File: src/rtl/ifu_fetch.sv
// ifu_fetch: instruction fetch unit. It holds the PC, addresses a
// combinational instruction memory and fills the IF/ID register.
//
// Ports:
//   clk, reset              clock and sync active-high reset
//   stall                   freeze PC and IF/ID
//   npc_op                  0 seq, 1 branch, 2 j/jal, 3 jr/jalr
//   id_pc, id_imm16,
//   id_index26, id_rs_val   redirect operands from ID
//   im_addr / im_instr      memory byte address / returned word
//   if_id_*                 IF/ID pipeline register outputs
//
// Optional: define IFU_ADEL_EN to flag misaligned or out-of-range
// fetches. A faulting fetch latches a nop and sets if_id_exc.
module ifu_fetch #(
    parameter logic [31:0] RESET_PC = 32'h0000_3000,
    parameter int unsigned IM_WORDS = 1024
) (
    input  logic        clk,
    input  logic        reset,
    input  logic        stall,
    input  logic [1:0]  npc_op,
    input  logic [31:0] id_pc,
    input  logic [15:0] id_imm16,
    input  logic [25:0] id_index26,
    input  logic [31:0] id_rs_val,
    output logic [31:0] im_addr,
    input  logic [31:0] im_instr,
    output logic [31:0] if_id_instr,
    output logic [31:0] if_id_pc,
    output logic [31:0] if_id_pc8,
    output logic        if_id_valid,
    output logic        if_id_exc
);

    logic [31:0] pc_q;
    logic [31:0] pc4;
    logic [31:0] id_pc4;
    logic [31:0] br_off;
    logic [31:0] npc;
    logic [31:0] instr_d;

    assign im_addr = pc_q;
    assign pc4     = pc_q + 32'd4;
    assign id_pc4  = id_pc + 32'd4;
    assign br_off  = {{14{id_imm16[15]}}, id_imm16, 2'b00};

    // Redirects are resolved in ID, so the word being fetched this
    // cycle is the delay slot and is latched as usual.
    always_comb begin
        npc = pc4;
        unique case (npc_op)
            2'd0: npc = pc4;
            2'd1: npc = id_pc4 + br_off;
            2'd2: npc = {id_pc4[31:28], id_index26, 2'b00};
            2'd3: npc = id_rs_val;
        endcase
    end

`ifdef IFU_ADEL_EN
    localparam logic [31:0] PC_LIMIT = RESET_PC + 32'(4 * IM_WORDS);

    logic fault;

    assign fault = (pc_q[1:0] != 2'b00)
                 | (pc_q < RESET_PC)
                 | (pc_q >= PC_LIMIT);

    assign instr_d = fault ? 32'd0 : im_instr;

    always_ff @(posedge clk) begin
        if (reset) begin
            if_id_exc <= 1'b0;
        end else if (!stall) begin
            if_id_exc <= fault;
        end
    end
`else
    assign instr_d   = im_instr;
    assign if_id_exc = 1'b0;
`endif

    always_ff @(posedge clk) begin
        if (reset) begin
            pc_q        <= RESET_PC;
            if_id_instr <= 32'd0;
            if_id_pc    <= 32'd0;
            if_id_pc8   <= 32'd8;
            if_id_valid <= 1'b0;
        end else if (!stall) begin
            pc_q        <= npc;
            if_id_instr <= instr_d;
            if_id_pc    <= pc_q;
            if_id_pc8   <= pc_q + 32'd8;
            if_id_valid <= 1'b1;
        end
    end

endmodule

File: config.mk
export PLATFORM = sky130hd
export DESIGN_NAME = ifu_fetch
export DESIGN_NICKNAME = d
export VERILOG_FILES = /design/src/rtl/ifu_fetch.sv
export SDC_FILE = /design/constraint.sdc
export NUM_CORES = 1
export LEC_CHECK = 0
export CORE_MARGIN = 5
export CORE_UTILIZATION = 23
export CTS_CLUSTER_DIAMETER = 100
export DETAILED_ROUTE_END_ITERATION = 10
export GPL_TIMING_DRIVEN = 0
export SYNTH_ARGS = -nofsm -noshare
export SYNTH_HDL_FRONTEND = slang
export SYNTH_SLANG_ARGS = --single-unit
File: constraint.sdc
create_clock -name clk -period 5.7 [get_ports clk]
set_input_delay 1.14 -clock clk [delete_from_list [all_inputs] [get_ports clk]]
set_output_delay 1.14 -clock clk [all_outputs]
set_load 0.01 [all_outputs]
# [Word level (Yosys, flattened, before mapping)]
# Cells that the tools add are included.
[totals] in_bits=143 regBits=129 out_inout_bits=130 wordCells=14
[classes] add_sub_neg=4 n_reduce_logical=1 mux=1 n_eq_ne=3
[ops] op="one-hot mux 32 bit (4 select lines)" n=1
[ops] op="adder 32 x 3 -> 32 bit (second input constant)" n=2
[ops] op="adder 32 bit" n=1
[ops] op="adder 32 x 4 -> 32 bit (second input constant)" n=1
[ops] op="== test 2 bit (second input constant)" n=2
[ops] op="== test 2 x 1 -> 1 bit (second input constant)" n=1
[ops] op="zero test 2 bit" n=1

# [Logic depth before layout (Yosys ltp)]
# Gate-level depths: netlist of the first run.
[logic_depth] depth_word=3 depth_mapped=15

# [Worst setup path before layout of the first run]
# No wires, ideal clock.
[synth_timing] path_type="input port to flip-flop" from="input port id_pc[9]" to="register pc_q[29], in the netlist im_addr[29]" slack_ps=1415 path_buffers=1 required_ps=5630 cell_stages=14 setup_time_ps=70 arrival_ps=4215 cell_sequence="nand4_1 or4b_4 or3_1 buf_2 nor2_1 nand2_1 xnor2_1 ha_1 a21o_1 a21o_1 or3_1 o21ai_0 mux2_2 a21oi_1"
[synth_via] elab_chain_len=3
[synth_rtl] element="start, declared" line="23" text="input logic [31:0] id_pc,"
[synth_rtl] element="adder 32 x 3 -> 32 bit *" line="45" text="assign id_pc4 = id_pc + 32'd4;"
[synth_rtl] element="adder 32 bit" line="54" text="2'd1: npc = id_pc4 + br_off;"
[synth_rtl] element="one-hot mux 32 bit (4 select lines) *" line="52" text="unique case (npc_op)"
[synth_rtl] element="end signal, assigned" line="91" text="pc_q <= npc;"
[synth_rtl] element="end, declared" line="36" text="logic [31:0] pc_q;"
# Mark *: on every way between the ends. The rest lies on a longest branch, timed or not.
# A chain may end at the register's enable or synchronous reset.

# [Worst setup path after layout of the first run]
# Ends and elaborated chain as after synthesis.

==> results of run 1 <==
-- sequential cells by signal (all words and copies together), names as in the netlist --
| register | count |
|---|---|
| im_addr | 32 |
| if_id_pc | 32 |
| if_id_pc8 | 29 |
| if_id_instr | 32 |
| if_id_valid | 1 |
-- Yosys cell counts, types with 5 or more instances --
cell type / instances / share of area (%)
a211oi_1: 7 / 0.62
a21o_1: 15 / 1.3
a21oi_1: 79 / 4.6
a311oi_1: 5 / 0.51
a31oi_1: 9 / 0.66
and3_1: 8 / 0.59
and4_1: 9 / 0.92
buf_1: 16 / 0.70
clkbuf_1: 54 / 2.4
dfxtp_1: 126 / 30
ha_1: 38 / 5.6
inv_1: 17 / 0.75
mux2i_1: 78 / 9.1
mux4_2: 8 / 2.1
nand2_1: 99 / 4.4
nand3_1: 42 / 2.5
nand4_1: 27 / 2.0
nor2_1: 164 / 7.2
nor3_1: 27 / 1.6
nor4_1: 5 / 0.37
o211ai_1: 7 / 0.62
o21a_1: 12 / 1.1
o21ai_0: 47 / 2.8
o21bai_1: 6 / 0.53
o221a_2: 6 / 0.79
o221ai_1: 6 / 0.62
o31a_1: 6 / 0.62
o31ai_1: 5 / 0.44
or3_1: 12 / 0.88
xnor2_1: 35 / 3.6
xor2_1: 38 / 3.9
-- power by group --
group / total, mW / internal [mW] / switching [mW]
sequential: 0.992 / 0.937 / 0.0556
clock: 1.03 / 0.613 / 0.417
combinational: 0.792 / 0.370 / 0.422
-- final cells by class --
class	instances	area, sq um	share of cell area [%]
flip-flops and latches	126	2522	20.40
multi-input cells	858	5644	45.64
clock inverters	11	95.09	0.7689
well taps	468	585.6	4.735
plain buffers	76	302.8	2.448
inverters	19	71.32	0.5767
repair buffers	269	2693	21.77
clock buffers	19	452.9	3.662
-- kinds of logic after synthesis --
family / after synthesis / synth area share [%]
buffers and inverters: 95 / 4.380
other: 1 / 0.04391
XOR/XNOR: 73 / 7.486
flip-flops: 126 / 29.53
AND/OR/NAND/NOR: 417 / 22.72
AO/OA/AOI/OAI: 240 / 18.52
adder cells (fa/ha/maj): 39 / 5.801
multiplexers: 88 / 11.51
-- how the worst min path moves through the flow --
stage                    endpoint           from  cells past startpoint  slack (ps)
floorplan           if_id_pc8[17]  if_id_pc8[17]                      2         490
global placement     if_id_pc8[5]   if_id_pc8[5]                      2         450
detailed placement  if_id_pc8[27]  if_id_pc8[27]                      2         460
CTS                 if_id_pc8[27]  if_id_pc8[27]                      2         460
global route        if_id_pc8[25]  if_id_pc8[25]                      2         490
finish              if_id_pc8[20]  if_id_pc8[20]                      2         460
-- per-stage QoR --
stage | setup slack, ps | util (%)
CTS | 693.3 | 33.78
floorplan | 1415 | -
global placement | 251.2 | 32.28
finish | 684.6 | 33.78
global route | 456.7 | 33.78
detailed placement | 234.4 | 32.28
-- routing by layer --
| metal | wire, um | vias to the layer above | share of wire, % | GRT usage (%) |
|---|---|---|---|---|
| li1 | - | 4462 | - | - |
| met1 | 17500 | 4400 | 45 | 24.30 |
| met2 | 18010 | 415 | 46 | 30.10 |
| met3 | 2653 | 53 | 6.8 | 3.817 |
| met4 | 911 | 4 | 2.3 | 5.335 |
| met5 | 27 | - | 0.069 | 0 |
-- worst min-delay path: cells and delay by family (launching register included) --
| family | cells | cell delay (ps) |
|---|---|---|
| AOI/OAI and AO/OA | 1 | 50 |
| DFF | 1 | 310 |
| and+or+nand+nor | 1 | 60 |
==> flow_summary.json, run 1 <==
{
  "status": "complete, no violations",
  "ys_warn_count": 0,
  "core_area_sq_um": 36610,
  "grt_max_degree": 21,
  "htreeDepth": 4,
  "grt_pass1_vias": 9049,
  "fin_skew_ps": 11.61,
  "r2r_slack_ps": 2540,
  "num_io_pins": 273,
  "finalCritPeriodShare_pct": 87.99,
  "cp.arrival_ps": 5370,
  "gp_congestion": 0.9157,
  "clkTransAtPathRegs_ps": 60,
  "required_ps": 6060,
  "clockBufferDepth": 2,
  "netlist_area_sq_um": 8541,
  "yosys_most_used_dff": "dfxtp_1",
  "num-fill-cells": 3934,
  "r2r_start": "im_addr[4]",
  "drive_above_1_share_pct": 4.717,
  "firstDrtPassIters": 6,
  "drc_errors": 0,
  "power_density_nw_per_um2": 227.5,
  "critical_path.slowest_cell": "or4b_4",
  "dp_cells": 1816,
  "slew_headroom_pct": 21.82,
  "antenna_left": 0,
  "antenna_cells": 0,
  "hp-class": "reg -> reg",
  "final_cells": 1846,
  "crit_chain": "clkdlybuf4s50_1, nand4_1, or4b_4, or3_1, buf_2, nor2_1, nand2_1, xnor2_1, ha_1, a21o_1, a21o_1, or3_1, o21ai_0, mux2_2, a21oi_1",
  "cts_resized": 0,
  "initial_core_util_pct": 23.33,
  "netlist_instances": 1079,
  "post_cts_buffers": 0,
  "critPathBufInv": 2,
  "post-route-min-period_ps": 5015,
  "crit_cells": 15,
  "detail_route.wl_per_cell_um": 21.18,
  "slowest_delay_ps": 600,
  "die_h_um": 202.7,
  "drtIter0Drc": 694,
  "area_growth_pct": 44.80,
  "layout.nets": 1549,
  "ys_seq_elements": 126,
  "mostFrequentLayoutCells": "clkdlybuf4s50_1 (269), nor2_1 (164), dfxtp_1 (126)",
  "yosysUniqueCellTypes": 71,
  "syn-num-nets": 1261,
  "layout.cells.most_common": "clkdlybuf4s50_1",
  "cpLargestDelayFamily": "simple AND/OR/NAND/NOR gates",
  "crit_fanout": 7,
  "crit_start": "id_pc[9]",
  "cts_root_buffer": "clkbuf_16",
  "fin_setup_tns_ps": 0,
  "yosysSeqAreaShare_pct": 29.53,
  "dpl.hpwl_um": 31980,
  "async_reset_ff_share_pct": 0,
  "rsz0062_at_grt": "false",
  "crit_type": "in -> reg",
  "die_area_sq_um": 41090,
  "setup_viol": 0,
  "numCtsBuffers": 17,
  "clk_latency_ps": 430,
  "portBuffers": 269,
  "avgViaCountPerCell": 5.056,
  "die_w_um": 202.7,
  "syn_avg_cell_area_sq_um": 7.915,
  "overflow": 0,
  "grt_antenna_before_repair": 2,
  "p_total_mw": 2.814,
  "synth_edf_count": 0,
  "reg2reg_depth": 8,
  "grtUsageTotal_pct": 18.31,
  "rows": 70,
  "grt_pass1_wl_um": 57660,
  "maxSlewViolCount": 0,
  "worstMarginPinSlew_ps": 1173,
  "cts_tree": "built",
  "postCtsHoldBufs": 0,
  "p_leak_nw": 4.663,
  "place_area_sq_um": 11820,
  "wl_um": 39100,
  "vdd_drop_max_mv": 0.2054,
  "vias": 9334,
  "crit_path_end": "im_addr[29]",
  "maxCapViolCount": 0,
  "hold_ws_ps": 462.1,
  "rr_endpoint": "im_addr[25]",
  "clock-sinks": 126,
  "finalInstanceArea_sq_um": 12370,
  "fmax_mhz": 199.4,
  "setup.worst_path.end_class": "register",
  "final_hold_viol_count": 0,
  "start_kind": "primary input"
}
Power figures use the tool's default switching activity.
==> run 2, diff against run 1 <==
- PLACE_DENSITY: not set -> 0.44
- REMOVE_ABC_BUFFERS: not set -> 1
- TNS_END_PERCENT: not set -> 100
==> flow_summary.json, run 2 (same netlist as run 1, synthesis figures left out) <==
{
  "place_ws_ps": -584.4,
  "slowest_delay_ps": 1350,
  "finalCritPeriodShare_pct": 87.97,
  "htreeDepth": 4,
  "worstMarginPinSlew_ps": 1331,
  "crit_start": "npc_op[1]",
  "p_leak_nw": 4.609,
  "grt_max_degree": 77,
  "r2r_start": "im_addr[4]",
  "rsz0062_at_grt": "false",
  "maxCapViolCount": 0,
  "crit_fanout": 35,
  "drtIter0Drc": 525,
  "die_area_sq_um": 41090,
  "num_io_pins": 273,
  "firstDrtPassIters": 6,
  "drc_errors": 0,
  "rows": 70,
  "layout.cells.most_common": "clkdlybuf4s50_1",
  "portBuffers": 271,
  "critical_path.slowest_cell": "clkdlybuf4s50_1",
  "drive_above_1_share_pct": 4.817,
  "crit_path_frequent_cell": "nor2_1",
  "clkTransAtPathRegs_ps": 60,
  "overflow": 0,
  "maxSlewViolCount": 0,
  "die_w_um": 202.7,
  "grtUsageTotal_pct": 16.42,
  "hp-class": "reg -> reg",
  "cp.arrival_ps": 5350,
  "area_growth_pct": 42.24,
  "slew_headroom_pct": 11.02,
  "min-delay-start": "if_id_valid",
  "avgViaCountPerCell": 4.849,
  "vdd_drop_max_mv": 0.1928,
  "setup_viol": 0,
  "layout.nets": 1477,
  "hold_ws_ps": 458.2,
  "fin_setup_tns_ps": 0,
  "power_density_nw_per_um2": 229.4,
  "gp_congestion": 0.8240,
  "cts_tree": "built",
  "die_h_um": 202.7,
  "core_area_sq_um": 36610,
  "fin_skew_ps": 11.78,
  "dpl.hpwl_um": 26440,
  "wl_um": 34580,
  "numCtsBuffers": 17,
  "clk_latency_ps": 430,
  "fmax_mhz": 199.4,
  "crit_chain": "clkdlybuf4s50_1, clkinv_2, nand2_1, nor2_1, a41o_1, nor2_1, o311ai_0, o21ai_1",
  "antenna_left": 0,
  "grt_antenna_before_repair": 2,
  "required_ps": 6040,
  "finalWorstSetupSlack_ps": 685.5,
  "start_kind": "primary input",
  "grt_pass1_vias": 8468,
  "grt_pass1_wl_um": 52840,
  "crit_type": "in -> reg",
  "post-route-min-period_ps": 5014,
  "setup.worst_path.end_class": "register",
  "detail_route.wl_per_cell_um": 19.45,
  "initial_core_util_pct": 23.33,
  "clock-sinks": 126,
  "vias": 8622,
  "cts_root_buffer": "clkbuf_16",
  "status": "complete, no violations",
  "clockBufferDepth": 2,
  "final_hold_viol_count": 0,
  "mostFrequentLayoutCells": "clkdlybuf4s50_1 (268), nor2_1 (164), dfxtp_1 (126)"
}
## run 2: routing by layer
metal  vias to the layer above  wire length, um  track usage, %
met5                         -                0               0
met4                         0              506           4.413
met3                        25             1307           2.587
met2                       211            16610           27.58
met1                      4065            16160           22.00
li1                       4321                -               -
## run 2: path summary, 6_finish.rpt
kind | cells past startpoint | slack (ps) | to
setup / recovery | 8 | 690 | im_addr[28]
hold / removal | 1 | 460 | if_id_valid
setup reg to reg | 7 | 2160 | im_addr[25]
hold reg to reg | 1 | 460 | if_id_valid
## run 2: repair_timing
item / in CTS / in global routing
resized for setup: 1 / 0
buffers inserted: 0 / 0
hold buffers: 0 / 0
endpoints found under the setup margin: 2 / 0
## run 2: where the power goes
part           total (mW)  leakage, nW  internal (mW)  switching, mW
Clock                1.05        0.274          0.643          0.406
Combinational       0.722         3.30          0.362          0.359
Sequential           1.02         1.04          0.937         0.0798
## run 2: worst max-delay path: cells and delay by family
kind                   cells  cell delay, ps
AOI/OAI and AO/OA          3             680
and+or+nand+nor            3            1160
buffers and inverters      2            2310
## run 2: final cells by class
class                   instances  area [sq um]
flip-flops and latches        126          2522
fillers                      3835         24460
diodes                          2         5.005
repair buffers                273          2761
clock inverters                 6         57.56
well taps                     468         585.6
inverters                      19         72.57
multi-input cells             858          5644
clock buffers                  26         499.2
## run 2: per-stage QoR
stage	instances	cell area, sq um	util, %	total power, mW
finish	1778	12150	33.18	2.787
global route	1778	12150	33.18	2.936
CTS	1776	12140	33.17	2.830
detailed placement	1744	11580	31.64	1.760
global placement	1742	11540	31.51	1.779
floorplan	1003	8238	-	1.359
